<file path="src/rtl/alu_pkg.sv">
// Shared opcode map, flag bit positions and sequencer states for the alu_ex_seq execute stage.
package alu_pkg;

    localparam logic [3:0] ALU_ADD   = 4'h0;
    localparam logic [3:0] ALU_MOV   = 4'h1;
    localparam logic [3:0] ALU_SUB   = 4'h2;
    localparam logic [3:0] ALU_CMP   = 4'h3;
    localparam logic [3:0] ALU_AND   = 4'h4;
    localparam logic [3:0] ALU_OR    = 4'h5;
    localparam logic [3:0] ALU_XOR   = 4'h6;
    localparam logic [3:0] ALU_TST   = 4'h7;
    localparam logic [3:0] ALU_SEXT8 = 4'h8;
    localparam logic [3:0] ALU_NSWP  = 4'h9;
    localparam logic [3:0] ALU_LSR1  = 4'hA;
    localparam logic [3:0] ALU_LSL1  = 4'hB;
    localparam logic [3:0] ALU_MUL   = 4'hC;
    localparam logic [3:0] ALU_SHL   = 4'hD;
    localparam logic [3:0] ALU_SHR   = 4'hE;
    localparam logic [3:0] ALU_RSV   = 4'hF;

    localparam int FLG_C = 0;
    localparam int FLG_V = 1;
    localparam int FLG_Z = 2;
    localparam int FLG_N = 3;

    typedef enum logic [1:0] {IDLE, BUSY, DONE} state_t;

endpackage

</file>
<file path="src/rtl/alu_seq_engine.sv">
// Iterative multiply / multi-bit shift engine with its own IDLE/BUSY/DONE sequencer.
// The shift-add multiplier is only built when ALU_SEQ_MUL_EN is defined.
module alu_seq_engine
    import alu_pkg::*;
#(
    parameter int WIDTH = 16,
    parameter int LOGW  = $clog2(WIDTH)
) (
    input  logic             clk,
    input  logic             rst_n,
    input  logic             i_start,
    input  logic [3:0]       i_op,
    input  logic [WIDTH-1:0] i_a,
`ifdef ALU_SEQ_MUL_EN
    input  logic [WIDTH-1:0] i_b,
`endif
    input  logic [LOGW-1:0]  i_shamt,
    output logic             o_idle,
    output logic             o_done,
    output logic [WIDTH-1:0] o_result,
    output logic             o_carry
);

    localparam int CW = LOGW + 1;

    state_t          r_state;
    state_t          w_next;
    logic [CW-1:0]   r_cnt;
    logic [CW-1:0]   w_cntInit;
    logic [WIDTH-1:0] r_lo;
    logic            r_carry;
    logic            r_left;

`ifdef ALU_SEQ_MUL_EN
    logic [WIDTH-1:0] r_hi;
    logic [WIDTH-1:0] r_mcand;
    logic             r_mul;
    logic             w_isMul;
    logic [WIDTH:0]   w_sum;

    // Product register {r_hi, r_lo}: r_lo starts as the multiplier and is shifted out as the product fills in
    assign w_isMul   = (i_op == ALU_MUL);
    assign w_sum     = {1'b0, r_hi} + (r_lo[0] ? {1'b0, r_mcand} : '0);
    assign w_cntInit = w_isMul ? CW'(WIDTH) : {1'b0, i_shamt};
`else
    assign w_cntInit = {1'b0, i_shamt};
`endif

    always_ff @(posedge clk or negedge rst_n) begin
        if (!rst_n) r_state <= IDLE;
        else        r_state <= w_next;
    end

    // A zero iteration count skips BUSY so shift-by-0 commits one edge after accept
    always_comb begin
        w_next = r_state;
        case (r_state)
            IDLE:    if (i_start) w_next = (w_cntInit == '0) ? DONE : BUSY;
            BUSY:    if (r_cnt == CW'(1)) w_next = DONE;
            DONE:    w_next = IDLE;
            default: w_next = IDLE;
        endcase
    end

    always_ff @(posedge clk or negedge rst_n) begin
        if (!rst_n) begin
            r_cnt   <= '0;
            r_lo    <= '0;
            r_carry <= 1'b0;
            r_left  <= 1'b0;
`ifdef ALU_SEQ_MUL_EN
            r_hi    <= '0;
            r_mcand <= '0;
            r_mul   <= 1'b0;
`endif
        end else if (r_state == IDLE && i_start) begin
            r_cnt   <= w_cntInit;
            r_carry <= 1'b0;
            r_left  <= (i_op == ALU_SHL);
`ifdef ALU_SEQ_MUL_EN
            r_mul   <= w_isMul;
            r_hi    <= '0;
            r_mcand <= i_a;
            r_lo    <= w_isMul ? i_b : i_a;
`else
            r_lo    <= i_a;
`endif
        end else if (r_state == BUSY) begin
            r_cnt <= r_cnt - CW'(1);
`ifdef ALU_SEQ_MUL_EN
            if (r_mul) begin
                r_hi <= w_sum[WIDTH:1];
                r_lo <= {w_sum[0], r_lo[WIDTH-1:1]};
            end else
`endif
            if (r_left) begin
                r_carry <= r_lo[WIDTH-1];
                r_lo    <= {r_lo[WIDTH-2:0], 1'b0};
            end else begin
                r_carry <= r_lo[0];
                r_lo    <= {1'b0, r_lo[WIDTH-1:1]};
            end
        end
    end

    assign o_idle   = (r_state == IDLE);
    assign o_done   = (r_state == DONE);
    assign o_result = r_lo;
`ifdef ALU_SEQ_MUL_EN
    assign o_carry  = r_mul ? (|r_hi) : r_carry;
`else
    assign o_carry  = r_carry;
`endif

endmodule

</file>
<file path="src/rtl/alu_ex_seq.sv">
// Execute stage: register file, flags, single-cycle ALU and commit muxing around alu_seq_engine.
// Define ALU_SEQ_MUL_EN to make opcode C a multi-cycle multiply; otherwise it acts as the reserved opcode.
module alu_ex_seq
    import alu_pkg::*;
#(
    parameter int WIDTH     = 16,
    parameter int NREGS     = 8,
    parameter int FLAGS_IDX = 2,
    parameter int PC_IDX    = 3
) (
    input  logic                     clk,
    input  logic                     rst_n,
    input  logic                     in_valid,
    output logic                     in_ready,
    input  logic [3:0]               alu_f,
    input  logic [$clog2(NREGS)-1:0] a_idx,
    input  logic [$clog2(NREGS)-1:0] b_idx,
    input  logic [$clog2(NREGS)-1:0] d_idx,
    input  logic                     wr_reg,
    input  logic                     wr_flags,
    input  logic [WIDTH-1:0]         t16,
    input  logic                     sel_inp,
    output logic [WIDTH-1:0]         flags,
    output logic [WIDTH-1:0]         d_val,
    output logic [WIDTH-1:0]         mem_data,
    output logic                     wr_pc,
    output logic                     res_valid
);

    localparam int IW   = $clog2(NREGS);
    localparam int LOGW = $clog2(WIDTH);
    localparam int M    = WIDTH - 1;

    logic [WIDTH-1:0] r_regs [NREGS];
    logic [WIDTH-1:0] r_flags;
    logic [IW-1:0]    r_dIdx;
    logic             r_wrReg;
    logic             r_wrFlags;

    logic [WIDTH-1:0] w_a, w_sel;
    logic [WIDTH:0]   w_sum, w_diff;
    logic             w_addV, w_subV;
    logic [WIDTH-1:0] w_aluRes;
    logic             w_aluC, w_aluV;
    logic             w_isMulti, w_isCmpTst, w_accept, w_start;
    logic             w_engIdle, w_engDone, w_engC;
    logic [WIDTH-1:0] w_engRes;
    logic             w_commit, w_wrReg, w_wrFlags, w_c, w_v;
    logic [WIDTH-1:0] w_res, w_flagVec;
    logic [IW-1:0]    w_idx;

    assign w_a    = r_regs[a_idx];
    assign w_sel  = sel_inp ? t16 : r_regs[b_idx];
    assign w_sum  = {1'b0, w_a} + {1'b0, w_sel};
    assign w_diff = {1'b0, w_a} - {1'b0, w_sel};
    assign w_addV = (w_a[M] == w_sel[M]) && (w_sum[M] != w_a[M]);
    assign w_subV = (w_a[M] != w_sel[M]) && (w_diff[M] != w_a[M]);

    always_comb begin
        w_aluRes = '0;
        w_aluC   = 1'b0;
        w_aluV   = 1'b0;
        case (alu_f)
            ALU_ADD:          begin w_aluRes = w_sum[M:0];  w_aluC = w_sum[WIDTH];  w_aluV = w_addV; end
            ALU_MOV:          begin w_aluRes = w_sel;       w_aluV = w_addV; end
            ALU_SUB, ALU_CMP: begin w_aluRes = w_diff[M:0]; w_aluC = w_diff[WIDTH]; w_aluV = w_subV; end
            ALU_AND, ALU_TST: w_aluRes = w_a & w_sel;
            ALU_OR:           w_aluRes = w_a | w_sel;
            ALU_XOR:          w_aluRes = w_a ^ w_sel;
            ALU_SEXT8:        w_aluRes = {{(WIDTH-8){w_sel[7]}}, w_sel[7:0]};
            ALU_NSWP:         w_aluRes = {{(WIDTH-8){1'b0}}, w_sel[3:0], w_sel[7:4]};
            ALU_LSR1:         begin w_aluRes = {1'b0, w_sel[M:1]};   w_aluC = w_sel[0]; end
            ALU_LSL1:         begin w_aluRes = {w_sel[M-1:0], 1'b0}; w_aluC = w_sel[M]; end
            default:          ;
        endcase
    end

`ifdef ALU_SEQ_MUL_EN
    assign w_isMulti = (alu_f == ALU_SHL) | (alu_f == ALU_SHR) | (alu_f == ALU_MUL);
`else
    assign w_isMulti = (alu_f == ALU_SHL) | (alu_f == ALU_SHR);
`endif
    assign w_isCmpTst = (alu_f == ALU_CMP) | (alu_f == ALU_TST);
    assign w_accept   = in_valid & w_engIdle;
    assign w_start    = w_accept & w_isMulti;

    alu_seq_engine #(.WIDTH(WIDTH)) u_engine (
        .clk      (clk),
        .rst_n    (rst_n),
        .i_start  (w_start),
        .i_op     (alu_f),
        .i_a      (w_a),
`ifdef ALU_SEQ_MUL_EN
        .i_b      (w_sel),
`endif
        .i_shamt  (w_sel[LOGW-1:0]),
        .o_idle   (w_engIdle),
        .o_done   (w_engDone),
        .o_result (w_engRes),
        .o_carry  (w_engC)
    );

    // Commit source: the live decode for single-cycle ops, the latched fields while the engine is in DONE
    always_comb begin
        w_commit  = w_accept & ~w_isMulti;
        w_res     = w_aluRes;
        w_c       = w_aluC;
        w_v       = w_aluV;
        w_idx     = d_idx;
        w_wrReg   = wr_reg & ~w_isCmpTst;
        w_wrFlags = wr_flags;
        if (w_engDone) begin
            w_commit  = 1'b1;
            w_res     = w_engRes;
            w_c       = w_engC;
            w_v       = 1'b0;
            w_idx     = r_dIdx;
            w_wrReg   = r_wrReg;
            w_wrFlags = r_wrFlags;
        end
        w_flagVec        = '0;
        w_flagVec[FLG_C] = w_c;
        w_flagVec[FLG_V] = w_v;
        w_flagVec[FLG_Z] = (w_res == '0);
        w_flagVec[FLG_N] = w_res[M];
    end

    // An explicit flags load takes priority over the flags register being a register-write target
    always_ff @(posedge clk or negedge rst_n) begin
        if (!rst_n) begin
            for (int i = 0; i < NREGS; i++) r_regs[i] <= '0;
            r_flags   <= '0;
            r_dIdx    <= '0;
            r_wrReg   <= 1'b0;
            r_wrFlags <= 1'b0;
        end else begin
            if (w_start) begin
                r_dIdx    <= d_idx;
                r_wrReg   <= wr_reg;
                r_wrFlags <= wr_flags;
            end
            if (w_commit && w_wrReg) r_regs[w_idx] <= w_res;
            if (w_commit && w_wrFlags)
                r_flags <= w_flagVec;
            else if (w_commit && w_wrReg && (w_idx == IW'(FLAGS_IDX)))
                r_flags <= w_res;
        end
    end

    assign in_ready  = w_engIdle;
    assign res_valid = w_commit;
    assign d_val     = w_commit ? w_res : '0;
    assign wr_pc     = w_commit & w_wrReg & (w_idx == IW'(PC_IDX));
    assign mem_data  = r_regs[b_idx];
    assign flags     = r_flags;

endmodule
</file>
<file path="config.mk">
export PLATFORM = sky130hd
export DESIGN_NAME = alu_ex_seq
export DESIGN_NICKNAME = d
export VERILOG_FILES = /design/src/rtl/alu_pkg.sv /design/src/rtl/alu_seq_engine.sv /design/src/rtl/alu_ex_seq.sv
export SDC_FILE = /design/constraint.sdc
export NUM_CORES = 1
export LEC_CHECK = 0
export CAP_MARGIN = 20
export CORE_MARGIN = 8
export CORE_UTILIZATION = 29
export CTS_CLUSTER_SIZE = 8
export DETAILED_ROUTE_END_ITERATION = 10
export PLACE_DENSITY = 0.51
export SYNTH_ARGS = -nofsm -noshare
export SYNTH_HDL_FRONTEND = slang
export SYNTH_SLANG_ARGS = --single-unit
</file>
<file path="constraint.sdc">
create_clock -name clk -period 21.5 [get_ports clk]
set_clock_uncertainty 0.2 [all_clocks]
set_input_delay 4.3 -clock clk [delete_from_list [all_inputs] [get_ports clk]]
set_output_delay 4.3 -clock clk [all_outputs]
set_load 0.01 [all_outputs]
</file>
==> out/metrics.csv <==
stage,metric,value,unit
power_and_ir_drop,Clk network pwr share,19.8,%
clock_tree,count of clock tree sinks,174,
detailed_routing,first-pass detailed-route iteration total,8,
power_and_ir_drop,switching power as a share of total power,42.0,%
yosys,synthesis-stage register bit count,174,
worst_setup_path,R2R setup slack,15.85,ns
clock_tree,TritonCTS clock tree,yes,
yosys,top-count cell post-synth,sky130_fd_sc_hd__dfrtp_1,
worst_setup_path,cells on worst reg2reg path,16,
power_and_ir_drop,power density over cell area,121,mW/mm²
detailed_routing,First DRT Iteration DRCs,1077,
global_routing,overall routing resource usage,19.1,%
detailed_routing,detailed-route wire length per cell,25.0,µm
clock_tree,H-tree levels,4,
worst_setup_path,Crit Path Class,input port to output port,
clock_tree,root buffer cell,sky130_fd_sc_hd__clkbuf_16,
sta,final hold violation count,0,
sta,RSZ-0062 raised after global routing,false,
yosys,total nets after synthesis,1405,
hold_path,cell depth of the worst hold path,2,
detailed_routing,via/cell ratio,5.62,
power_and_ir_drop,total power after layout,1.81,mW
global_routing,initial antenna violation count,0,
global_routing,first-pass GRT wire length,73200,µm
final_layout,fill count,4481,
hold_path,hold-critical path endpoint,r_wrReg$_DFFE_PN0P_,
worst_setup_path,CP endpoint kind,output port,
place,post-placement worst setup slack,6.37,ns
yosys,top cells by area in the synthesized netlist,"sky130_fd_sc_hd__dfrtp_1 34%, sky130_fd_sc_hd__mux2_2 9.2%, sky130_fd_sc_hd__mux4_2 8.4%",
sta,crit share post-route,70.6,%
sta,Final min period,15.18,ns
yosys,Most used DFF post-synth,sky130_fd_sc_hd__dfrtp_1,
detailed_routing,remaining design rule violation count,0,
worst_setup_path,worst reg2reg endpoint,flags[2]$_DFFE_PN0P_,
yosys,biggest area consumer among synthesized cells,sky130_fd_sc_hd__dfrtp_1,
worst_setup_path,required arrival time at the worst endpoint,17.00,ns
clock_tree,TritonCTS Buffers,17,
yosys,Post-Synthesis Cells,1317,
floorplanning,Die X,227,µm
flow_run,maxcap violations,0,
power_and_ir_drop,Net Switching,0.760,mW
power_and_ir_drop,fraction of power consumed by combinational cells,49.1,%
yosys,post-synth cell types,83,
power_and_ir_drop,internal power,1.05,mW
final_layout,Synth-to-Final Area Change,16.8,%
detailed_routing,detailed-route via count,11100,
power_and_ir_drop,leak pwr,6.42,nW
sta,max_slew headroom,22.3,%
detailed_routing,number of nets with antenna violations after detailed routing,0,
clock_tree,post-cts sizing count,0,
floorplanning,Cell Rows,77,
power_and_ir_drop,share of power burned in registers,31.1,%
global_routing,via count of the first global-routing pass,10900,
final_layout,share of layout cells above drive strength 1,18.3,%
floorplanning,y dimension of the die,227,µm
worst_setup_path,Worst EP arrival,10.68,ns
clock_tree,"Clk Latency, worst-skew pair",0.44,ns
yosys,Synth warnings,0,
worst_setup_path,highest fanout seen on the critical path,24,
sta,smallest setup slack after layout,6.32,ns
place,number of port buffers,85,
hold_path,path class of the lowest-slack min-delay path,flip-flop to flip-flop,
place,final weighted congestion in routability-driven placement,0.942,
floorplanning,number of top-level pins,86,
detailed_routing,aggregate routed wire length,49300,µm
clock_tree,post-CTS setup repair buffer count,0,
yosys,share of async-settable or async-resettable flops after synthesis,100,%
clock_tree,clock-pin slew reported for the worst setup and hold paths after clock tree synthesis,0.08,ns
sta,total negative setup slack,0,ns
sta,Tightest Pin Transition,1.16,ns
clock_tree,Max Root-Sink Buffers,2,
sta,Max Fclk,65.9,MHz
place,total half-perimeter wirelength after legalization and detailed placement,35500,µm
outcome,status,"finished, final reports clean",
yosys,average size of a mapped cell,9.76,µm²
yosys,synthesized cell area,0.0128,mm²
worst_setup_path,startpoint of the worst-slack reg-to-reg timing path,r_regs[50]$_DFFE_PN0P_,
sta,"Setup violations, final",0,
global_routing,largest net degree at the start of global routing,100,
yosys,fraction of post-synthesis cell area in the top cell type by area,33.9,%
global_routing,remaining global-route overflow,0,
power_and_ir_drop,VDD IR max,0.0557,mV
floorplanning,die area,0.0513,mm²
hold_path,beginning of the worst hold path,r_wrReg$_DFFE_PN0P_,
sta,Max Slew Vio Count,0,
yosys,sequential-to-total area share from yosys stat,33.9,%
yosys,"top cells by count, synth","174 x sky130_fd_sc_hd__dfrtp_1, 146 x sky130_fd_sc_hd__nand2_1, 105 x sky130_fd_sc_hd__mux2_2, 105 x sky130_fd_sc_hd__nor2_1, 94 x sky130_fd_sc_hd__a21oi_1",
floorplanning,area of the core region,0.0440,mm²
worst_setup_path,Critical Path Start Type,input port,
final_layout,number of inserted diodes,0,
final_layout,net total in the final layout,1453,
floorplanning,Initial Utilization,29.2,%
clock_tree,hold bufs inserted after CTS,0,
yosys,number of synthesized flops with an enable pin,0,
[how the worst max path moves through the flow]
stage / startpoint / end / slack [ns] / depth (start not counted)
after floorplan: a_idx[0] / d_val[14] / 7.84 / 19
after global placement: b_idx[1] / d_val[15] / 6.46 / 20
after detailed placement: b_idx[1] / d_val[15] / 6.37 / 20
after CTS: b_idx[1] / d_val[15] / 6.32 / 20
after global routing: b_idx[1] / d_val[15] / 5.69 / 20
final: b_idx[1] / d_val[15] / 6.32 / 20
[state kept, by name, summed over array words and instances (netlist names)]
name               cells
flags                 16
r_dIdx                 3
r_regs               128
r_wrFlags              1
r_wrReg                1
u_engine.o_carry       1
u_engine.o_result     16
u_engine.r_cnt         5
u_engine.r_left        1
u_engine.r_state       2
[per-stage QoR]
| stage | instance area [µm²] | hold slack, ns | util (%) | cells |
|---|---|---|---|---|
| floorplan | 12800 | 0.237 | - | 1317 |
| global placement | 14300 | 0.258 | 32.4 | 1934 |
| detailed placement | 14300 | 0.266 | 32.4 | 1935 |
| CTS | 14900 | 0.286 | 33.9 | 1967 |
| global route | 15000 | 0.300 | 34.1 | 1970 |
| finish | 15000 | 0.291 | 34.1 | 1970 |
[power by group through the flow]
stage	clock network, mW	logic (mW)	registers, mW
after global routing	0.378	0.960	0.578
final	0.358	0.889	0.562
after CTS	0.363	0.878	0.560
after global placement	0	0.871	0.562
after detailed placement	0	0.873	0.565
after floorplan	0	0.598	0.525
[kinds of logic after synthesis]
group,count (synthesis),share of synthesized area [%]
compound gates,329,17.8
buf+inv,150,5.28
xor+xnor,20,1.36
flops,174,33.9
simple gates,378,13.5
fa+ha+maj,53,5.28
mux,213,22.9
[routing by layer]
metal	vias to the layer above	wire [µm]	GRT usage (%)
li1	4951	-	-
met4	0	1320	6.00
met2	474	22600	30.3
met1	5581	22100	26.2
met5	-	0	0
met3	65	3260	3.21
[worst max-delay path, cell delays in order]
cell	delay (ns)
sky130_fd_sc_hd__clkdlybuf4s50_1	0.46
sky130_fd_sc_hd__buf_4	0.40
sky130_fd_sc_hd__nor2_1	0.24
sky130_fd_sc_hd__a22o_1	0.26
sky130_fd_sc_hd__a221oi_1	0.67
sky130_fd_sc_hd__inv_1	0.09
sky130_fd_sc_hd__o21ai_0	0.27
sky130_fd_sc_hd__inv_1	0.15
sky130_fd_sc_hd__ha_1	0.44
sky130_fd_sc_hd__nor3_1	0.15
sky130_fd_sc_hd__o21ai_0	0.15
sky130_fd_sc_hd__a2111oi_0	0.83
sky130_fd_sc_hd__o31ai_1	0.18
sky130_fd_sc_hd__o211ai_1	0.26
sky130_fd_sc_hd__a211oi_1	0.21
sky130_fd_sc_hd__nor2b_1	0.18
sky130_fd_sc_hd__o21ai_0	0.23
sky130_fd_sc_hd__and2_1	0.50
sky130_fd_sc_hd__nor2_1	0.14
sky130_fd_sc_hd__clkdlybuf4s50_1	0.53
[cell usage in the layout (no fill, tap or decap), drive strengths merged, types with 22 or more instances in the layout]
cell type	netlist	routed
dfrtp	174	174
nand2	146	146
nor2	108	108
mux2	107	107
a21oi	95	95
clkdlybuf4s50	0	82
inv	57	61
mux2i	54	54
mux4	52	52
ha	51	51
o21ai	48	48
buf	35	40
nor2b	24	24
and2	22	22
[area by class of cell]
type / count / area [µm²] / area share [%]
Timing Repair Buffer: 122 / 1180 / 7.84
Multi-Input combinational cell: 993 / 7850 / 52.3
Clock inverter: 14 / 231 / 1.54
Tap cell: 592 / 741 / 4.93
Inverter: 57 / 214 / 1.43
Sequential cell: 174 / 4350 / 29.0
Clock buffer: 18 / 439 / 2.93
Note: power is estimated with default switching activity, not from simulation.
